**config.mk**
```make
export PLATFORM = sky130hd
export DESIGN_NAME = hub_slot_arb
export DESIGN_NICKNAME = d
export VERILOG_FILES = /design/src/rtl/hub_slot_arb.sv
export SDC_FILE = /design/constraint.sdc
export NUM_CORES = 1
export LEC_CHECK = 0
export CAP_MARGIN = 20
export CORE_AREA = 2 2 212 214
export DETAILED_ROUTE_END_ITERATION = 6
export DIE_AREA = 0 0 214 216
export GPL_TIMING_DRIVEN = 0
export PLACE_DENSITY_LB_ADDON = 0.15
export SLEW_MARGIN = 20
export SYNTH_ARGS = -nofsm -noshare
export SYNTH_HDL_FRONTEND = slang
export SYNTH_SLANG_ARGS = --single-unit
```
**constraint.sdc**
```tcl
create_clock -name clk_cog -period 3.3 [get_ports clk_cog]
set_input_delay 0.66 -clock clk_cog [delete_from_list [all_inputs] [get_ports clk_cog]]
set_output_delay 0.66 -clock clk_cog [all_outputs]
set_load 0.02 [all_outputs]
```
**src/rtl/hub_slot_arb.sv**
```systemverilog
// hub_slot_arb: round-robin hub memory access sequencer for eight cogs.
// Define HUB_SKIP_IDLE_EN to grant the first eligible cog from hub_slot instead of fixed rotation.
module hub_slot_arb (
   input  logic         clk_cog,
   input  logic         nres,
   input  logic         ena_bus,
   input  logic [7:0]   cog_req,
   input  logic [7:0]   cog_w,
   input  logic [15:0]  cog_sz,
   input  logic [127:0] cog_a,
   input  logic [255:0] cog_d,
   output logic [7:0]   cog_ack,
   output logic [31:0]  cog_q,
   output logic [2:0]   hub_slot,
   output logic         mem_w,
   output logic [3:0]   mem_wb,
   output logic [13:0]  mem_a,
   output logic [31:0]  mem_d,
   input  logic [31:0]  mem_q
);
   logic [7:0]  busy, elig;
   logic        gnt, gw, is_b, is_w, v1, v2;
   logic [2:0]  gid, nxt_slot, id1, id2;
   logic [1:0]  gsz, sz1, sz2, lo1, lo2;
   logic [15:0] ga;
   logic [31:0] gd, wd, fq;
   logic [3:0]  wb;
   // a cog with a request in either pipeline stage may not be granted again
   assign busy = ({8{v1}} & (8'b1 << id1)) | ({8{v2}} & (8'b1 << id2));
   assign elig = cog_req & ~busy;
`ifdef HUB_SKIP_IDLE_EN
   always_comb begin
      gnt = 1'b0;
      gid = hub_slot;
      for (int i = 7; i >= 0; i--)
         if (elig[hub_slot + 3'(i)]) begin
            gnt = 1'b1;
            gid = hub_slot + 3'(i);
         end
   end
   assign nxt_slot = gnt ? gid + 3'd1 : hub_slot + 3'd1;
`else
   assign gnt      = elig[hub_slot];
   assign gid      = hub_slot;
   assign nxt_slot = hub_slot + 3'd1;
`endif
   assign gw   = cog_w[gid];
   assign gsz  = cog_sz[{gid, 1'b0} +: 2];
   assign ga   = cog_a[{gid, 4'b0000} +: 16];
   assign gd   = cog_d[{gid, 5'b00000} +: 32];
   assign is_b = gsz == 2'b00;
   assign is_w = gsz == 2'b01;
   assign wd   = is_b ? {4{gd[7:0]}} : is_w ? {2{gd[15:0]}} : gd;
   assign wb   = is_b ? 4'b0001 << ga[1:0] : is_w ? (ga[1] ? 4'b1100 : 4'b0011) : 4'b1111;
   assign fq   = sz2 == 2'b00 ? {24'd0, mem_q[{lo2, 3'b000} +: 8]} :
                 sz2 == 2'b01 ? {16'd0, lo2[1] ? mem_q[31:16] : mem_q[15:0]} : mem_q;
   always_ff @(posedge clk_cog or negedge nres)
      if (!nres) begin
         hub_slot <= '0;
         cog_ack  <= '0;
         cog_q    <= '0;
         mem_w    <= 1'b0;
         mem_wb   <= '0;
         mem_a    <= '0;
         mem_d    <= '0;
         v1       <= 1'b0;
         v2       <= 1'b0;
         id1      <= '0;
         id2      <= '0;
         sz1      <= '0;
         sz2      <= '0;
         lo1      <= '0;
         lo2      <= '0;
      end else begin
         cog_ack <= (ena_bus && v2) ? 8'b1 << id2 : 8'b0;
         if (ena_bus) begin
            hub_slot <= nxt_slot;
            v1       <= gnt;
            id1      <= gid;
            sz1      <= gsz;
            lo1      <= ga[1:0];
            v2       <= v1;
            id2      <= id1;
            sz2      <= sz1;
            lo2      <= lo1;
            mem_w    <= gnt & gw;
            mem_wb   <= (gnt & gw) ? wb : 4'b0000;
            if (v2) cog_q <= fq;
            if (gnt) begin
               mem_a <= ga[15:2];
               mem_d <= wd;
            end
         end
      end
endmodule
```
Word-level counts from Yosys, hierarchy flattened
Index checks and enable logic that the tools add are counted.

word-level totals
  output and inout bits = 94
  register bits after elaboration = 110

operators by class
  muxes and demuxes = 14
  order comparisons = 1
  bitwise operators = 6
  shift-type cells = 7
  reductions and logical operators = 5
  add/sub/neg operators = 1
  equality and inequality tests = 2

operators by type and width
  kind                                                        number
  indexed part select 256 x 9 -> 32 bit                       1
  2-to-1 mux 32 bit                                           4
  indexed part select 128 x 8 -> 16 bit                       1
  indexed part select 32 x 6 -> 8 bit                         1
  AND 8 bit                                                   3
  2-to-1 mux 16 bit                                           1
  2-to-1 mux 4 bit                                            4
  indexed part select 16 x 5 -> 2 bit                         1
  left shift 1 x 3 -> 8 bit, first input constant             2
  2-to-1 mux 8 bit                                            1
  NOT 8 bit                                                   1
  OR 8 bit                                                    1
  binary-select mux 1 bit (select 3 bit)                      2
  equality test 2 x 1 -> 1 bit, second input constant         2
  zero test 2 bit                                             2
  less-than comparator 3 x 4 -> 1 bit, second input constant  1
  AND reduction 2 bit                                         2
  left shift 1 x 2 -> 4 bit, first input constant             1
  adder 3 x 1 -> 3 bit, second input constant                 1
  2-to-1 mux 1 bit                                            2
  AND 1 bit                                                   1
  logical AND 1 bit                                           1

Depth between registers and ports, before layout
  word-level depth = 9
  mapped depth = 9
  mapped depth without buffers = 5

Worst setup path after synthesis
OpenSTA, ideal clock, no wires.

  path kind = flip-flop to flip-flop
  start = register hub_slot[0]
  end = register mem_a[13]
  slack = 0.628 ns
  stages on the path, launching flop included = 8
  data required time = 3.172 ns
  arrival = 2.544 ns
  path through = dfrtp_1 -> buf_2 -> buf_2 -> buf_2 -> buf_2 -> mux4_2 -> mux2_2 -> mux2_1

on the way
  word-level cells in the longest chain between the ends = 3
  elaborated cells between the ends (all ways) = 4
  classes of those cells = 1 x shift; 2 x mux; 1 x reduce/logical

RTL lines
  what                                                                           line  RTL
  start, declared                                                                14    output logic [2:0] hub_slot,
  start signal, assigned                                                         77    hub_slot <= nxt_slot;
  branches (longest 3 deep; another with indexed part select 128 x 8 -> 16 bit)  -
  end signal, assigned                                                           90    mem_a <= ga[15:2];
  end, declared                                                                  17    output logic [13:0] mem_a,

Several ways; the timed one is not identified. The select of a mux whose other input is x is not followed.
A chain may end at the register's enable or synchronous reset.

Worst setup path after layout
  start = register hub_slot[1]
  end = register mem_a[13]

The elaborated chain is that of the path after synthesis.

==> metrics <==
outcome=finished clean; Pre-antenna DRT Iters=5; PortBufs=544; worst path required time=~3600 ps; Peak supply drop=around 0.00029 V; Post-CTS Hold Buffers=0; clk_lat worst skew=around 370 ps; post-synthesis net count=between 1000 and 1500; Die Height=216 um; sequential-to-total area share from yosys stat=33.77%; Total Nets Final=about 1700; row cnt=between 70 and 80; share of Yosys cell area claimed by the top area cell type=33.77%; number of DRC markers in iteration 0=~390; first-pass GRT wire length=67730 um; Async SR Flop Fraction=100.0%; synth unique cells=between 40 and 50; Root Driver=clkbuf_16; Post-synth top flop=dfrtp_1; Fillers=4451; R2R cell count=7; share of layout cells above drive strength 1=between 10% and 20%; dpl hpwl=41790 um; gpl congestion=between 0.9 and 1; Multi-input gate area=just over 5000 um2; Worst Hold Class=in2async; PD cells=826.5 nW/um2; cell type with the largest total area after synthesis=dfrtp_1; Cell Area, Synth=around 8200 um2; DR WL/cell=about 27 um; FF-to-FF Start=hub_slot[1]$_DFFE_PN0P_; worst-margin pin slew=slightly above 1000 ps; number of global-route vias before repair=9052; CP Class=reg2reg; synth top area cells=dfrtp_1 (34%), mux4_2 (30%), mux2i_1 (8.7%); overall routing resource usage=20.69%; r2r setup slk=approximately 83 ps; crit path launch type=register; total CTS buffers=9; CTS tree=built; via count=around 8000; final WL=about 49000 um; worst endpoint data arrival time=~3500 ps; RR Endpoint=mem_a[13]$_DFFE_PN0P_; Clock Tree Buf Depth=2; Seq cells post-synth=110; Fin Hold WS=between 150 and 200 ps; Core Box Area=about 44000 um2; IO Pins=545; initial antenna violation count=10; P_leak=roughly 5.7 nW; critical path endpoint category=register; Final Max Slew Viols=0; Tcrit/Tclk final=a little under 100%; area delta synth->final=80.55%; register area=approximately 2800 um2; detailed-route DRC error count=0; sum of negative setup slack=0 ps; Gate Count Post-Synth=643; clk_skew=16.52 ps; synth cell count leaders=dfrtp_1 (110), mux4_2 (110), mux2i_1 (71); global route overflow=0; DRT antenna net count=0; RSZ-0062 raised after global routing=true; Slew headroom=between 30% and 40%; CP max FO=10; Final setup viols=0; final hold violation count=0; min Tclk post-route=~3200 ps; max-cap violation count=0; Die W=between 200 and 250 um; die area=between 40000 and 50000 um2; clock sink total=110; EDFF count, synth=0; Mapped Avg Cell Area=12.68 um2; clock-pin slew on the worst setup and hold paths=~90 ps; largest net degree at the start of global routing=a little over 70; Yosys warning total=0; fmax=slightly above 300 MHz; Max H-tree Level=3; Initial Utilization=between 10% and 20%; vias per cell=~4.5
layout make-up:
cell class	instances	share of cell area [%]
clock inverters	7	0.4931
clock buffers	9	1.530
multi-input cells	450	34.23
repair buffers	545	37.22
well taps	592	5.033
flip-flops and latches	110	18.70
inverters	23	0.5866
diodes	6	0.1020
plain buffers	59	2.108
timing repair:
item / in CTS / in global routing
cloned: 0 / 0
gates resized for setup: 9 / 6
setup buffers: 0 / 0
endpoints found under the setup margin: 20 / 28
kinds of logic (layout without fill, tap and decap cells):
logic type      count (synthesis)  in the layout  share of synthesized area (%)
mux                           237            237                          47.44
xor+xnor                        2              2                         0.2149
fa+ha+maj                       1              1                         0.1535
other cells                     0              6                              0
flops                         110            110                          33.77
compound gates                 96             96                          7.506
buf+inv                        83            643                          4.528
simple gates                  114            114                          6.385
per-stage QoR:
step | area, um2 | power, W | utilization, % | setup WS (ps) | std cells
after floorplan | 8152 | 0.007478 | - | 628.2 | 643
after global placement | 14340 | 0.01111 | 32.71 | -3469 | 1779
after detailed placement | 14370 | 0.01114 | 32.78 | -194.0 | 1780
after CTS | 14690 | 0.01238 | 33.52 | 4.504 | 1796
after global routing | 14710 | 0.01291 | 33.56 | -62.69 | 1798
final | 14720 | 0.01216 | 33.58 | 82.60 | 1801
critical path, stage by stage (launching register included):
cell,delay (ps)
dfrtp_1,380
clkbuf_1,230
buf_2,400
buf_2,410
buf_1,690
mux4_2,410
mux2_2,290
mux2_1,300
flip-flops by register name (all words and copies together), names as in the netlist, 2 cells and up:
register	count
mem_d	32
sz1	2
hub_slot	3
id2	3
cog_q	32
lo1	2
mem_a	14
cog_ack	8
sz2	2
lo2	2
mem_wb	4
id1	3
routing by layer:
layer  up-vias  routed length, um  global-route usage [%]
met1      4054              18700                   23.70
li1       3619                  -                       -
met2       313              26570                   39.02
met3        31               3031                   4.919
met5         -                 57                       0
met4        10                510                   3.963
how the worst max path moves through the flow:
stage | to | cells past startpoint | startpoint | slack [ps]
detailed placement | mem_wb[1]$_DFFE_PN0P_ | 8 | hub_slot[2]$_DFFE_PN0P_ | -190
finish | mem_a[13]$_DFFE_PN0P_ | 7 | hub_slot[1]$_DFFE_PN0P_ | 80
CTS | mem_d[27]$_DFFE_PN0P_ | 9 | hub_slot[0]$_DFFE_PN0P_ | 5
global route | mem_d[27]$_DFFE_PN0P_ | 8 | hub_slot[1]$_DFFE_PN0P_ | -60
floorplan | mem_a[13]$_DFFE_PN0P_ | 7 | hub_slot[0]$_DFFE_PN0P_ | 630
global placement | mem_a[1]$_DFFE_PN0P_ | 1 | nres | -3470
cell usage in the layout (no fill, tap or decap), types with 3 or more instances in the layout:
cell type	instances
clkdlybuf4s50_1	543
mux4_2	110
dfrtp_1	110
mux2i_1	69
nand2_1	59
o21ai_0	34
mux2_2	32
nor2_1	26
inv_1	23
a21oi_1	22
clkbuf_1	22
buf_2	19
mux2_4	13
a211oi_1	12
mux2_1	11
clkbuf_16	9
nor2b_1	8
diode_2	6
a221oi_1	6
buf_1	4
and2_1	4
a21boi_0	4
o2bb2ai_1	4
buf_6	4
o2111ai_1	4
a311oi_1	4
clkbuf_2	4
nand3b_1	3
o311ai_0	3
inv_6	3
power by group:
group | internal [W] | switching, W
Clock | 0.000542 | 0.000629
Combinational | 0.00417 | 0.00444
Sequential | 0.00198 | 0.000410
Total | 0.00669 | 0.00547
Power figures use the tool's default switching activity.
==> RTL edit (same flow settings) <==
Add a define of `HUB_SKIP_IDLE_EN`.
--- a/src/rtl/hub_slot_arb.sv
+++ b/src/rtl/hub_slot_arb.sv
@@ -2,2 +2,4 @@
 // Define HUB_SKIP_IDLE_EN to grant the first eligible cog from hub_slot instead of fixed rotation.
+`define HUB_SKIP_IDLE_EN
+
 module hub_slot_arb (
Function: changed (Yosys sat finds a counterexample within 4 cycles, from zero or initial values).
==> RTL edit against the unedited design <==
Maximum frequency decreased by 25%; synthesized cell count increased by 80%; worst setup slack got worse by 1.1 ns; wire length increased by 23%; via count increased by 51%; critical path type unchanged; the run now ends with negative setup slack left; synthesized area increased by 20%; die area unchanged; highest routed layer unchanged; sequential cell count unchanged; design area increased by 31%.
Power is left out: the tool's default activity adds up to more than one toggle a clock period on the data nets, which glitch-free logic cannot reach.
==> RTL edit: results (changes against the unedited design) <==
Route
  – DRT iter0 DRCs: 679 (+75%)
  – Final WL: 60300 µm (+23%)
  – Mean number of vias per cell: 4.99 (+12%)
  – Met2 routed WL: 30500 µm (+15%)
  – Met3 Routed Length: 3290 µm (+8.5%)
  – Met1 WL: 24800 µm (+33%)

Yosys
  – Syn Area/Cell: 8.43 µm² (-33%)
  – Seq/Total Area, Yosys: 0.282 (-0.0558)
  – Synthesized net count: 1612 (+47%)
  – Post-synth top cells: nand2_1, mux2i_1, dfrtp_1
  – Synth cell types: 68 (+66%)

Finish
  – Ratio of cells with drive above 1 in the final layout: 0.237 (+0.0618)
  – Final #Nets: 2283 (+38%)
  – Final std cells w/o fill: 2429 (+35%)

Status
  – Status: finished with violations
  – Violated checks: negative setup slack

Timing
  – Fin Setup TNS: -47.28 ns (-47.28 ns)
  – Setup violators final: 61 (+61)
  – Fin worst setup slack: -1.00 ns (-1.08 ns)
  – Clk_skew: 0.0168 ns (+0.000232 ns)
  – Relative slew slack: 0.476 (+0.157)

Place
  – Dpl hpwl: 47700 µm (+14%)
  – Placed Instance Area: 16300 µm² (+13%)
  – Pre-CTS setup slack: -2.09 ns (-1.90 ns)
  – Global placer's final weighted congestion: 0.915 (-0.74%)
  – PortBufs: 543 (-0.18%)

Clocking
  – Cts repair resizes: 215 (+206)
  – Postcts setup bufs: 60 (+60)
  – Worst skew pair latency: 0.39 ns (+0.02 ns)

Global routing
  – Largest net degree at the start of global routing: 58 (-19%)
  – Antenna violations before repair: 8 (-2)

Critical path
  – Worst Path Arrival: 4.57 ns (+1.09 ns)
  – Crit-path max FO: 7 (-3)
RTL edit: changes by cell type after synthesis, sizes merged, moves of 30 or more:
cell    delta
mux2i     +84
a21oi     +33
o211ai    +48
nand3     +30
nand2    +179
mux4      -97
RTL edit: cells by family after synthesis:
kind of cell               count (synthesis)  synth area share
adders and majority gates                  3           0.00384
buffers and inverters                    109            0.0561
muxes                                    211             0.241
and+or+nand+nor                          423             0.202
DFF                                      110             0.282
AOI/OAI and AO/OA                        296             0.209
xor gates and xnor gates                   6           0.00538
RTL edit: area by class of cell:
class | instances | area [µm²]
clock inverters | 6 | 61.3
fillers | 4370 | 24500
clock buffers | 10 | 239
repair buffers | 665 | 6820
flip-flops and latches | 110 | 2760
plain buffers | 100 | 1090
diodes | 3 | 7.51
multi-input cells | 940 | 7610
well taps | 592 | 741
inverters | 3 | 15.0
RTL edit: worst paths after layout:
kind	from	endpoint	slack [ns]	cells after the start
max	v1	mem_d[24]	-1.0	14
min	nres	id2[0]	0.24	1
max reg2reg	v1	mem_d[24]	-1.0	14
min reg2reg	cog_q[4]	cog_q[4]	0.49	2
max in group asynchronous	nres	mem_d[28]	2.32	2
min in group clk_cog	cog_q[4]	cog_q[4]	0.49	2
RTL edit: critical path, cell delays in order (launching register included):
cell	delay, ns
dfrtp_2	0.46
or4b_4	0.22
nand4_1	0.30
and2_4	0.28
mux4_2	0.53
o311a_1	0.41
o311a_1	0.37
nor2_4	0.15
buf_6	0.16
buf_12	0.14
mux2i_2	0.22
o22ai_2	0.14
a21o_1	0.22
or2_1	0.25
a311o_1	0.31
RTL edit: metal layers:
metal  vias to the layer above  GRT usage
li1                       5645          -
met1                      5949      0.304
met2                       451      0.451
met3                        67     0.0436
met4                         4     0.0713
met5                         -          0
